`config.mk`:
```
export PLATFORM = sky130hd
export DESIGN_NAME = sevenseg_frame_decoder
export DESIGN_NICKNAME = d
export VERILOG_FILES = /design/src/rtl/sevenseg_frame_decoder.sv
export SDC_FILE = /design/constraint.sdc
export NUM_CORES = 1
export LEC_CHECK = 0
export ABC_AREA = 1
export CAP_MARGIN = 15
export CORE_UTILIZATION = 53
export CTS_CLUSTER_DIAMETER = 100
export CTS_CLUSTER_SIZE = 20
export DETAILED_ROUTE_END_ITERATION = 7
export PLACE_DENSITY = 0.81
export REMOVE_ABC_BUFFERS = 1
export SLEW_MARGIN = 20
export SYNTH_ARGS = -nofsm -noshare
export SYNTH_HDL_FRONTEND = slang
export SYNTH_SLANG_ARGS = --single-unit
```
`constraint.sdc`:
```
create_clock -name clk -period 2.2 [get_ports clk]
set_clock_uncertainty 0.1 [all_clocks]
set_input_delay 0.22 -clock clk [delete_from_list [all_inputs] [get_ports clk]]
set_output_delay 0.22 -clock clk [all_outputs]
set_load 0.02 [all_outputs]
```
`src/rtl/sevenseg_frame_decoder.sv`:
```
// sevenseg_frame_decoder
// Watches a multiplexed, active-low seven-segment bus and decodes each digit
// back to a hex value or a symbol. Each digit has a debounce filter. Once every
// digit of a frame has been accepted, the packed frame is offered on a
// valid/ready output.
//
// Optional build macro: SEVENSEG_FRAME_DECODER_ERRCNT_EN
//   When defined, the block adds an 8-bit saturating err_cnt output. It counts
//   accepted digits that decode as invalid patterns. It also adds an err_clr
//   input that clears the counter.
//
// Per-digit field in frame_data: {dp, kind[1:0], val[3:0]}
//   kind 00 = hex, 01 = blank, 10 = minus, 11 = invalid (val = raw seg[3:0])

module sevenseg_frame_decoder #(
  parameter int NUM_DIGITS = 4,
  parameter int IDX_W      = 2,
  parameter int STABLE_CNT = 2
) (
  input  logic                    clk,
  input  logic                    reset,
  input  logic [7:0]              seg,
  input  logic [IDX_W-1:0]        seg_idx,
  input  logic                    seg_stb,
  output logic [7*NUM_DIGITS-1:0] frame_data,
  output logic                    frame_valid,
  input  logic                    frame_ready,
  output logic                    frame_ovf,
  output logic                    bad_idx
`ifdef SEVENSEG_FRAME_DECODER_ERRCNT_EN
  ,
  output logic [7:0]              err_cnt,
  input  logic                    err_clr
`endif
);

  localparam int              FW           = 7 * NUM_DIGITS;
  localparam logic [3:0]      STABLE       = 4'(STABLE_CNT);
  localparam logic [IDX_W:0]  NUM_DIGITS_W = (IDX_W + 1)'(NUM_DIGITS);

  typedef enum logic {COLLECT, HOLD} state_t;

  state_t            state_reg, state_next;
  logic [FW-1:0]     frame_data_reg;
  logic              frame_valid_reg;
  logic              frame_ovf_reg;
  logic              bad_idx_reg;
  logic [FW-1:0]     shadow_reg, shadow_next;
  logic [NUM_DIGITS-1:0] seen_reg, seen_next;
  logic [NUM_DIGITS-1:0] accept;

  logic              idx_ok;
  logic              dec_dp;
  logic [1:0]        dec_kind;
  logic [3:0]        dec_val;
  logic [6:0]        dec_word;

  logic              all_seen;
  logic              handshake;
  logic              load_frame;
  logic              drop_valid;
  logic              set_ovf;

  assign idx_ok = ({1'b0, seg_idx} < NUM_DIGITS_W);

  // Decode the current bus pattern. Only the digit being strobed consumes it.
  always_comb begin
    dec_dp   = ~seg[7];
    dec_kind = 2'b00;
    dec_val  = 4'h0;
    case (seg[6:0])
      7'h40:         dec_val = 4'h0;
      7'h79:         dec_val = 4'h1;
      7'h24:         dec_val = 4'h2;
      7'h30:         dec_val = 4'h3;
      7'h19:         dec_val = 4'h4;
      7'h12:         dec_val = 4'h5;
      7'h02:         dec_val = 4'h6;
      7'h78:         dec_val = 4'h7;
      7'h00:         dec_val = 4'h8;
      7'h10, 7'h18:  dec_val = 4'h9;
      7'h08:         dec_val = 4'hA;
      7'h03:         dec_val = 4'hB;
      7'h46:         dec_val = 4'hC;
      7'h21:         dec_val = 4'hD;
      7'h06:         dec_val = 4'hE;
      7'h0E:         dec_val = 4'hF;
      7'h7F:         dec_kind = 2'b01;
      7'h3F:         dec_kind = 2'b10;
      default: begin
        dec_kind = 2'b11;
        dec_val  = seg[3:0];
      end
    endcase
  end

  assign dec_word = {dec_dp, dec_kind, dec_val};

  genvar gi;
  generate
    for (gi = 0; gi < NUM_DIGITS; gi++) begin : g_digit
      localparam logic [IDX_W-1:0] GI_IDX = IDX_W'(gi);

      logic [7:0] hist_reg;
      logic [3:0] cnt_reg, cnt_next;
      logic       hit;
      logic       same;

      assign hit  = seg_stb & idx_ok & (seg_idx == GI_IDX);
      assign same = (seg == hist_reg);

      // Run-length count of identical strobes. It saturates at the acceptance threshold.
      always_comb begin
        cnt_next = cnt_reg;
        if (hit) begin
          if (!same)
            cnt_next = 4'd1;
          else if (cnt_reg >= STABLE)
            cnt_next = STABLE;
          else
            cnt_next = cnt_reg + 4'd1;
        end
      end

      // An identical strobe after saturation accepts again. This refreshes seen and the shadow value.
      assign accept[gi]             = hit & (cnt_next == STABLE);
      assign seen_next[gi]          = hit ? accept[gi] : seen_reg[gi];
      assign shadow_next[7*gi +: 7] = accept[gi] ? dec_word : shadow_reg[7*gi +: 7];

      // Per-digit history and counter. Only a strobe addressed to this digit updates them.
      always_ff @(posedge clk) begin
        if (reset) begin
          hist_reg <= 8'h00;
          cnt_reg  <= 4'd0;
        end else if (hit) begin
          hist_reg <= seg;
          cnt_reg  <= cnt_next;
        end
      end
    end
  endgenerate

  assign all_seen  = &seen_next;
  assign handshake = frame_valid_reg & frame_ready;

  // Frame state register.
  always_ff @(posedge clk) begin
    if (reset)
      state_reg <= COLLECT;
    else
      state_reg <= state_next;
  end

  // Frame sequencing. A completion in the handshake cycle reloads without an idle gap.
  always_comb begin
    state_next = state_reg;
    load_frame = 1'b0;
    drop_valid = 1'b0;
    set_ovf    = 1'b0;
    case (state_reg)
      COLLECT: begin
        if (all_seen) begin
          load_frame = 1'b1;
          state_next = HOLD;
        end
      end
      HOLD: begin
        if (handshake) begin
          if (all_seen) begin
            load_frame = 1'b1;
          end else begin
            drop_valid = 1'b1;
            state_next = COLLECT;
          end
        end else if (all_seen) begin
          set_ovf = 1'b1;
        end
      end
      default: state_next = COLLECT;
    endcase
  end

  // Shadow, seen flags, output frame and status registers.
  always_ff @(posedge clk) begin
    if (reset) begin
      shadow_reg      <= '0;
      seen_reg        <= '0;
      frame_data_reg  <= '0;
      frame_valid_reg <= 1'b0;
      frame_ovf_reg   <= 1'b0;
      bad_idx_reg     <= 1'b0;
    end else begin
      shadow_reg  <= shadow_next;
      seen_reg    <= load_frame ? '0 : seen_next;
      bad_idx_reg <= seg_stb & ~idx_ok;
      if (load_frame) begin
        frame_data_reg  <= shadow_next;
        frame_valid_reg <= 1'b1;
      end else if (drop_valid) begin
        frame_valid_reg <= 1'b0;
      end
      if (set_ovf)
        frame_ovf_reg <= 1'b1;
    end
  end

  assign frame_data  = frame_data_reg;
  assign frame_valid = frame_valid_reg;
  assign frame_ovf   = frame_ovf_reg;
  assign bad_idx     = bad_idx_reg;

`ifdef SEVENSEG_FRAME_DECODER_ERRCNT_EN
  logic [7:0] err_cnt_reg;
  logic       err_hit;

  assign err_hit = (|accept) & (dec_kind == 2'b11);

  // Saturating count of accepted invalid digits. A clear wins over an increment.
  always_ff @(posedge clk) begin
    if (reset)
      err_cnt_reg <= 8'h00;
    else if (err_clr)
      err_cnt_reg <= 8'h00;
    else if (err_hit && (err_cnt_reg != 8'hFF))
      err_cnt_reg <= err_cnt_reg + 8'h01;
  end

  assign err_cnt = err_cnt_reg;
`endif

endmodule

```
==> summary.md, run 1 <==
| Metric | Value |
|---|---|
| Cell with the most instances after synthesis | nand2_1 |
| Worst setup margin | -0.0751 ns |
| Commonest cells post-synth | nand2_1 (217), nor2_1 (119), dfxtp_1 (111), inv_1 (108), a21oi_1 (59) |
| Worst Path Arrival | 2.44 ns |
| Global-route wire length before repair | 23.8 mm |
| Post-synthesis async set-or-reset flop share | 0% |
| Area Overhead vs Synth | 35.2% |
| Vias in the first global route | between 5000 and 6000 |
| CP cell instances | inv_1, nand2_1, nand2_1, nor2_1, nand2_2, nor2_4, nand4_4, nor2_2, buf_4, inv_2, nor2_1, nor2_1, nand3_2, a21oi_2 |
| 1st-pass router iterations | 7 |
| Die Ht | 105 um |
| H-tree depth | 3 |
| Most frequent CP cell | nor2_1 |
| CP Max Fanout | 12 |
| Placer Congestion | 0.936 |
| DP Wirelength | a little over 10 mm |
| Slew Limit Fails | 0 |
| Largest net degree at the start of global routing | 34 |
| Hold Worst Slack | between 0.2 and 0.25 ns |
| Gr busiest metal | met2 |
| Global-route track usage on met2 | roughly 44% |
| Post-layout min period | 2.28 ns |
| EDFF count, synth | 0 |
| Largest stage delay on the critical path | roughly 0.35 ns |
| Number of routed nets with antenna violations | 0 |
| Worst-Skew Late Latency | 0.38 ns |
| Clock Sinks | 111 |
| Detailed Route WL | 16.8 mm |
| Clock power share | approximately 33% |
| Vias per inst | ~5.3 |
| P_leak | 3.66 nW |
| Nets | 1006 |
| Worst Path Required | ~2.4 ns |
| Crit Path Class | reg2reg |
| Num CTS Buffers | 9 |
| Average size of a mapped cell | 6.67 sq um |
| Max_cap viols | 0 |
| Starting Density | 54.8% |
| Diode count | 0 |
| Sequential power share | 54.3% |
| Outcome | finished with violations |
| Comb power frac | 13.2% |
| Ys Warns | 0 |
| DIE WIDTH | 105 um |
| Worst VDD drop | 0.000415 V |
| Top_reg_cell synth | dfxtp_1 |
| Synth Instances | ~850 |
| Iteration-0 DRC Markers | 365 |
| #FFs+latches synth | between 100 and 150 |
| Core box area | 10300 sq um |
| RSZ-0062 raised after global routing | true |
| Met3 GRT Util | 5.07% |
| PwrDens | 499 nW/um^2 |
| Drt drc | 0 |
| GRT Overall Usage | 26.4% |
| TritonCTS clock tree | built |
| Psw | 0.00110 W |
| Core Util, Final | 74.0% |
| Synth top area share | 39.3% |
| Area contributors post-synth | dfxtp_1 (39%), nand2_1 (14%), nor2_1 (7.9%) |
| Slowest CP cell | dfxtp_2 |
| Root buf cell | clkbuf_8 |
| Seq/Total Area, Yosys | 39.3% |
| Number of flip-flops under the largest register name | 32 |
| Area leader, netlist | dfxtp_1 |
| Antenna violations before repair | 0 |
| Switching Fraction | between 20% and 30% |
| DIE AREA | 11100 sq um |
| Ports | 45 |
| Setup tns final | -0.367 ns |
| Clock edge transition at the registers on the reported setup and hold paths | approximately 0.11 ns |
| Failing checks | setup timing |
| Filler instances | 740 |
| Share of cells above drive strength 1 | 29.0% |
| Crit. End Element | flop |
| Netlist cell types | 34 |
| Remaining Overflow, GRT | 0 |
| Drt wl/cell | 14.9 um |
| Port Buf Inserts | 43 |
| Final setup vio count | 17 |
| Via count | between 5000 and 6000 |
| Post-Syn Area | 5660 sq um |
| Cell-internal power | 0.00272 W |
| Tcrit/Tclk final | 103% |
| Nature of the critical path startpoint | flop |
| Met1 Use GR | 34.1% |
| Row cnt | 37 |
| Max Clk Rate | 440 MHz |
| Clock buffer depth | 2 |
| Final hold vios | 0 |
| Hold WC Path Type | in2reg |
==> metal layers <==
metal  routed length (um)  part of all wire [%]
met5                    0                     0
met4                  543                   3.2
met3                 1010                   6.0
met2                 8200                    49
met1                 7030                    42
==> cell families (layout without fill, tap and decap cells) <==
| family | count (synthesis) | after routing | synth area share (%) |
|---|---|---|---|
| AND/OR/NAND/NOR | 450 | 451 | 35.4 |
| buffers and inverters | 153 | 293 | 11.5 |
| AO/OA/AOI/OAI | 121 | 121 | 11.4 |
| flip-flops | 111 | 111 | 39.3 |
| adder cells (fa/ha/maj) | 8 | 8 | 1.77 |
| XOR/XNOR | 4 | 4 | 0.619 |
| other | 1 | 1 | 0.0663 |
==> through the flow <==
step / total power [W] / setup WS (ns) / cell area, sq um / instances
after floorplan: 0.00232 / -0.905 / 5460 / 814
after global placement: 0.00255 / -0.599 / 6840 / 1091
after detailed placement: 0.00256 / -0.652 / 6840 / 1091
after CTS: 0.00376 / 0.000741 / 7100 / 1110
after global routing: 0.00394 / -0.221 / 7640 / 1125
final: 0.00382 / -0.0751 / 7640 / 1125
==> critical path: cells and delay by family, from the launching register on <==
kind / cells / cell delay (ns)
AND/OR/NAND/NOR: 10 / 1.29
buffers and inverters: 3 / 0.36
flip-flops: 1 / 0.35
AO/OA/AOI/OAI: 1 / 0.05
==> timing repair <==
| action | 4_1_cts | 5_1_grt |
|---|---|---|
| endpoints found under the hold margin | 0 | 0 |
| gates cloned | 1 | 4 |
| endpoints found under the setup margin | 41 | 40 |
| setup buffers | 2 | 13 |
| hold buffers | 0 | 0 |
| gates resized for setup | 24 | 119 |
| pin swaps | 7 | 29 |
==> layout by cell type, fill, tap and decap left out, types with 4 or more instances in the layout <==
cell type / count
nand2_1: 190
nor2_1: 105
buf_4: 102
inv_1: 97
dfxtp_1: 92
a21oi_1: 47
o21ai_0: 40
nand3_1: 39
clkdlybuf4s50_1: 31
nand2_2: 30
dfxtp_2: 19
inv_2: 16
a21oi_2: 16
nor2_4: 13
nor2_2: 13
nor3_1: 13
nand3_2: 12
nand2_4: 11
clkbuf_8: 10
nand4_1: 8
o21ai_1: 7
dlygate4sd2_1: 7
or2_2: 6
o211ai_1: 6
ha_1: 6
buf_6: 5
xnor2_1: 4
dlymetal6s2s_1: 4
buf_12: 4
==> final timing paths <==
check        slack (ns)  cells after the start                   start                endpoint
max               -0.08                     14  g_digit[2].hist_reg[5]          frame_data[16]
min                0.24                      4                  seg[1]  g_digit[0].hist_reg[1]
max reg2reg       -0.08                     14  g_digit[2].hist_reg[5]          frame_data[16]
min reg2reg        0.35                      2   g_digit[1].cnt_reg[3]   g_digit[1].cnt_reg[3]
==> power by group through the flow <==
| stage | Clock [W] | Combinational (W) | Sequential (W) |
|---|---|---|---|
| final | 0.00124 | 0.000504 | 0.00207 |
| after detailed placement | 0 | 0.000452 | 0.00211 |
| after CTS | 0.00124 | 0.000455 | 0.00206 |
| after global routing | 0.00132 | 0.000550 | 0.00208 |
| after global placement | 0 | 0.000444 | 0.00211 |
| after floorplan | 0 | 0.000217 | 0.00211 |
==> cell type report <==
cell class	instances	area [sq um]	area share, %
tap	136	170	2.23
clock inverter	6	61.3	0.802
clock buffer	10	138	1.80
inverter	119	458	5.99
timing repair buffer	158	1410	18.4
sequential	111	2250	29.4
multi-input combinational	585	3160	41.4
Power figures use the tool's default switching activity.
==> inputs of run 2 (changes only) <==
==> constraint.sdc (replaced) <==
create_clock -name clk -period 2.2 [get_ports clk]
set_clock_uncertainty 0.1 [all_clocks]
set_input_delay 0.66 -clock clk [delete_from_list [all_inputs] [get_ports clk]]
set_output_delay 0.66 -clock clk [all_outputs]
set_load 0.02 [all_outputs]
==> run 2 against run 1 <==
The run still ends with setup timing left. Register-to-register slack got worse by 0.31 ns. Clock-buffer cell count unchanged. Setup slack worse by 0.31 ns. Global-route usage is 4.5 points higher. Final cell count grew 3.2%. Hold slack gained 0.10 ns. Sequential power about the same.
==> summary.md, run 2 (same netlist as run 1, synthesis figures left out) <==
| Metric | Value |
|---|---|
| Vias per inst | 5.75 |
| TritonCTS clock tree | built |
| Largest net degree at the start of global routing | 58 |
| Diode count | 0 |
| Share of cells above drive strength 1 | 36.9% |
| Least-Margin Pin Slew | 0.762 ns |
| Drt wl/cell | 18.1 um |
| CP cell instances | inv_1, ha_1, nor2_2, nand2_2, nor2_4, o21ai_2, nand4_4, nor2_4, buf_12, clkinvlp_4, o211ai_1, nand2_2, nand2_1, inv_1 |
| Vias in the first global route | around 6000 |
| Final hold vios | 0 |
| Num CTS Buffers | 9 |
| Antenna violations before repair | 0 |
| Iteration-0 DRC Markers | 656 |
| Root buf cell | clkbuf_8 |
| DP Wirelength | 9.99 mm |
| Clock edge transition at the registers on the reported setup and hold paths | 0.12 ns |
| H-tree depth | 3 |
| Number of routed nets with antenna violations | 0 |
| Most frequent cells in the layout | nand2_1 (159), buf_4 (117), dfxtp_1 (107) |
| CP delay by family, top | simple AND/OR/NAND/NOR gates |
| CP Max Fanout | 6 |
| Worst-Skew Late Latency | 0.40 ns |
| Die Ht | 105 um |
| Hold WC Path Type | reg2reg |
| WP buf/inv | 4 |
| Number of flip-flops under the largest register name | 32 |
| Setup tns final | -7.84 ns |
| CTS Hold Buffers Added | 0 |
| Tcrit/Tclk final | 117% |
| Clock buffer depth | 2 |
| GRT Overall Usage | 30.8% |
| Inst Count DP | 1092 |
| Max_cap viols | 0 |
| RSZ-0062 raised after global routing | true |
| Outcome | finished with violations |
| Failing checks | setup timing |
| Port Buf Inserts | 43 |
| Final setup vio count | 46 |
| Ports | 45 |
| Worst setup margin | -0.380 ns |
| Placement Setup Slack | -1.09 ns |
| P_leak | 4.08 nW |
| Most common cell after layout, fill and taps aside | nand2_1 |
| Worst rel slew slack | 49.2% |
| Nature of the critical path startpoint | flop |
| Max Clk Rate | 388 MHz |
| Via count | around 6700 |
| Slowest CP cell | o211ai_1 |
| 1st-pass router iterations | 6 |
| Nets | around 1000 |
| DIE WIDTH | 105 um |
| Worst VDD drop | 0.000334 V |
| Global-route wire length before repair | about 27 mm |
| PwrDens | 499 nW/um^2 |
| Detailed Route WL | ~21 mm |
| Post-layout min period | 2.58 ns |
| Slew Limit Fails | 0 |
| Clock Sinks | 111 |
| Area Overhead vs Synth | 48.5% |
| Drt drc | 0 |
| Worst Path Arrival | 2.78 ns |
| DIE AREA | 11100 sq um |
| Row cnt | 37 |
| Placed Instance Area | around 6900 sq um |
| Placer Congestion | between 0.9 and 1 |
| Starting Density | between 50% and 60% |
| Final instance area | 8400 sq um |
| Post-route insts no fill | 1161 |
| Crit Path Class | reg2reg |
| Largest stage delay on the critical path | 0.38 ns |
| Worst Path Required | 2.40 ns |
| Remaining Overflow, GRT | 0 |
| Crit. End Element | flop |
| Core box area | 10300 sq um |
-- run 2: final cells by class --
type / count / area [sq um]
Multi-Input combinational cell: 585 / 3420
Sequential cell: 111 / 2230
Fill cell: 535 / 1920
Timing Repair Buffer: 194 / 1880
Inverter: 119 / 460
Tap cell: 136 / 170
Clock buffer: 10 / 138
Clock inverter: 6 / 100
-- run 2: worst paths after layout --
| check | start | to | slack, ns | depth (start not counted) |
|---|---|---|---|---|
| hold / removal | g_digit[3].cnt_reg[3] | g_digit[3].cnt_reg[3] | 0.34 | 2 |
| hold reg to reg | g_digit[3].cnt_reg[3] | g_digit[3].cnt_reg[3] | 0.34 | 2 |
| setup / recovery | g_digit[3].cnt_reg[0] | frame_data[22] | -0.38 | 14 |
| setup reg to reg | g_digit[3].cnt_reg[0] | frame_data[22] | -0.38 | 14 |
-- run 2: tightest hold or removal path, stage by stage, from the launching register on --
cell	delay [ns]
dfxtp_1	0.32
nand2_1	0.06
nor2_1	0.03
-- run 2: power by group --
part           switching (W)  leakage, nW  internal, W  total (W)
clock               0.000784        0.121     0.000695    0.00148
combinational       0.000376         3.06     0.000260   0.000636
sequential         0.0000257        0.900      0.00205    0.00207
-- run 2: repair_timing --
action	4_1_cts	5_1_grt
pin swaps	45	51
setup buffers	38	16
resized for setup	128	161
gates cloned	4	2
endpoints found under the setup margin	64	61
-- run 2: per-layer routing --
layer  wire length [um]  track usage, %
met1               7650            38.9
met2               9770            51.8
met3               2080            4.82
met4               1470            14.0
met5                  0               0
-- run 2: metrics by stage --
step	total power, W	hold slack [ns]	utilization [%]
floorplan	0.00232	0.319	-
global placement	0.00255	0.328	66.9
detailed placement	0.00256	0.327	66.9
CTS	0.00402	0.343	75.2
global route	0.00431	0.364	81.4
finish	0.00419	0.344	81.4
==> inputs of run 3 (changes only) <==
--- a/constraint.sdc
+++ b/constraint.sdc
@@ -4,2 +4,2 @@
 set_output_delay 0.66 -clock clk [all_outputs]
-set_load 0.02 [all_outputs]
+set_load 0.1 [all_outputs]
==> run 3 against run 2 <==
The run ends with DRC, setup timing left. Register-to-register slack improved by 0.02 ns. Die area is the same. Clock-buffer cell count shrank 1. Sequential power is essentially flat. First-iteration DRC count grew 45%. Sequential cell count unchanged. Critical path type is now in2reg. Largest power group unchanged. Setup slack worse by 0.00087 ns. Hold slack improved by 0.010 ns. Total power fell by 2.7%. Non-clock buffer count down 17. Global-route usage rose by 0.51 points.
==> summary.md, run 3 (same netlist as run 1, synthesis figures left out) <==
| Metric | Value |
|---|---|
| Port Buf Inserts | 43 |
| Routed wl met3 | 2.60 mm |
| Crit Path Class | in2reg |
| Nature of the critical path startpoint | input pin |
| RSZ-0062 raised after global routing | true |
| Post-layout min period | between 2 and 3 ns |
| DIE WIDTH | 105 um |
| Iteration-0 DRC Markers | 953 |
| Final setup vio count | 50 |
| Vias per inst | 5.99 |
| Drt drc | 67 |
| Worst-Skew Late Latency | 0.41 ns |
| Drt wl/cell | 19.6 um |
| Reg2Reg Depth | 16 |
| Hold Worst Slack | 0.355 ns |
| Slew Limit Fails | 0 |
| Filler instances | 490 |
| Number of flip-flops under the largest register name | 32 |
| Most frequent cells in the layout | nand2_1 (156), buf_4 (108), dfxtp_1 (102) |
| Number of routed nets with antenna violations | 0 |
| Detailed Route WL | 22.4 mm |
| Hold Crit Depth | 2 |
| GRT Overall Usage | 31.4% |
| TritonCTS clock tree | built |
| Global-route wire length before repair | ~28 mm |
| PwrDens | 482 nW/um^2 |
| DIE AREA | 11100 sq um |
| Num CTS Buffers | 9 |
| Hold path start | g_digit[1].cnt_reg[3] |
| Worst Path Arrival | around 2.8 ns |
| Vias in the first global route | ~5800 |
| Remaining Overflow, GRT | 0 |
| Worst Path Required | ~2.4 ns |
| Ports | 45 |
| Clock Sinks | 111 |
| Tcrit/Tclk final | 117% |
| Worst setup margin | -0.381 ns |
| Total power | 0.00408 W |
| Diode count | 0 |
| DR top layer | met4 |
| Area Overhead vs Synth | 49.5% |
| Failing checks | DRC, setup timing |
| Antenna violations before repair | 0 |
| Clock buffer depth | 2 |
| Placer Congestion | 0.934 |
| Worst Hold End | g_digit[1].cnt_reg[3] |
| Max_cap viols | 0 |
| Worst flop-to-flop path endpoint | frame_data[22] |
| Max Clk Rate | 387 MHz |
| Most common cell after layout, fill and taps aside | nand2_1 |
| Largest net degree at the start of global routing | 42 |
| 1st-pass router iterations | 8 |
| Root buf cell | clkbuf_8 |
| Starting Density | 54.8% |
| Worst VDD drop | ~0.00031 V |
| Core box area | 10300 sq um |
| Reg area | 2230 sq um |
| Die Ht | 105 um |
| Row cnt | 37 |
| H-tree depth | 3 |
| Met2 WL | 10.3 mm |
| Clock edge transition at the registers on the reported setup and hold paths | approximately 0.11 ns |
| Worst r2r src | g_digit[3].hist_reg[5] |
| CP Max Fanout | 8 |
| Via count | 6855 |
| Wl on met1 | around 7.6 mm |
| P_leak | 3.94 nW |
| Nets | 1025 |
| Final hold vios | 0 |
| Outcome | finished with violations |
| R2R Setup Slk | -0.36 ns |
| Crit. End Element | flop |
| Hold WC Path Type | reg2reg |
| Share of cells above drive strength 1 | 41.1% |
| Footprint of the multi-input gates | 3460 sq um |
| DP Wirelength | 10.4 mm |
| Placement Setup Slack | -1.03 ns |
==> run 3: cell count changes in the layout (fill, tap and decap cells not counted), moves of 5 or more <==
| cell | previous run | this run |
|---|---|---|
| dfxtp_1 | 107 | 102 |
| nand2_4 | 18 | 10 |
| dlymetal6s2s_1 | 6 | 0 |
| buf_12 | 12 | 35 |
| buf_6 | 18 | 25 |
| buf_4 | 117 | 108 |
| dfxtp_2 | 4 | 9 |
| clkdlybuf4s50_1 | 25 | 1 |
| nand2_2 | 53 | 63 |
| nand3_1 | 35 | 30 |
==> run 3: metrics by stage <==
stage,instance area [sq um],setup TNS [ns],instances,utilization [%]
floorplan,5460,-48.66,814,-
global placement,7080,-50.98,1086,68.6
detailed placement,7080,-55.76,1086,68.6
CTS,7860,0,1136,76.1
global route,8460,-12.21,1144,81.9
finish,8460,-9.25,1144,81.9
==> run 3: area by class of cell <==
type                       instances  area share (%)
sequential                       111            26.4
clock buffer                       9            1.46
clock inverter                     7           0.917
tap                              136            2.01
timing repair buffer             177            22.7
inverter                         119            5.58
multi-input combinational        585            41.0
==> run 3: what timing repair did <==
item                                   4_1_cts  5_1_grt
setup endpoints to repair                   65       61
pin swaps                                   49       78
gates cloned                                 4        0
gates resized for setup                    131      181
buffers inserted                            32       12
endpoints found under the hold margin        0        0
hold buffers                                 0        0
==> run 3: power by group <==
part           total (W)  internal, W  switching, W
Sequential       0.00207      0.00205     0.0000263
Combinational   0.000660     0.000255      0.000405
Clock            0.00134     0.000543      0.000800
==> run 3: worst max path at each step <==
stage	cells past startpoint	start	endpoint	slack [ns]
floorplan	11	seg_idx[1]	frame_data[25]	-1.34
global placement	13	seg[5]	frame_data[6]	-0.97
detailed placement	16	seg[4]	seen_reg[2]	-1.03
CTS	17	seg[0]	frame_data[16]	0.0006
global route	16	g_digit[3].hist_reg[5]	frame_data[22]	-0.44
finish	17	seg[5]	frame_data[22]	-0.38
==> run 3: metal layers <==
| layer | vias up | track usage [%] |
|---|---|---|
| li1 | 2955 | - |
| met1 | 3139 | 37.6 |
| met2 | 539 | 53.4 |
| met3 | 222 | 4.70 |
| met4 | 0 | 17.8 |
| met5 | - | 0 |
==> run 3: worst max-delay path, stage by stage <==
cell and delay [ns]:
buf_12 0.11, buf_8 0.13, nand2_2 0.07, nand2_1 0.07, nor2_2 0.21, nand2_2 0.12, nor2_4 0.20, nand4_4 0.16
nor2_4 0.22, nor2_4 0.06, nor2_4 0.10, nand3_4 0.13, buf_6 0.17, nand2_8 0.10, nand2_1 0.08, nand2_1 0.12
inv_1 0.06
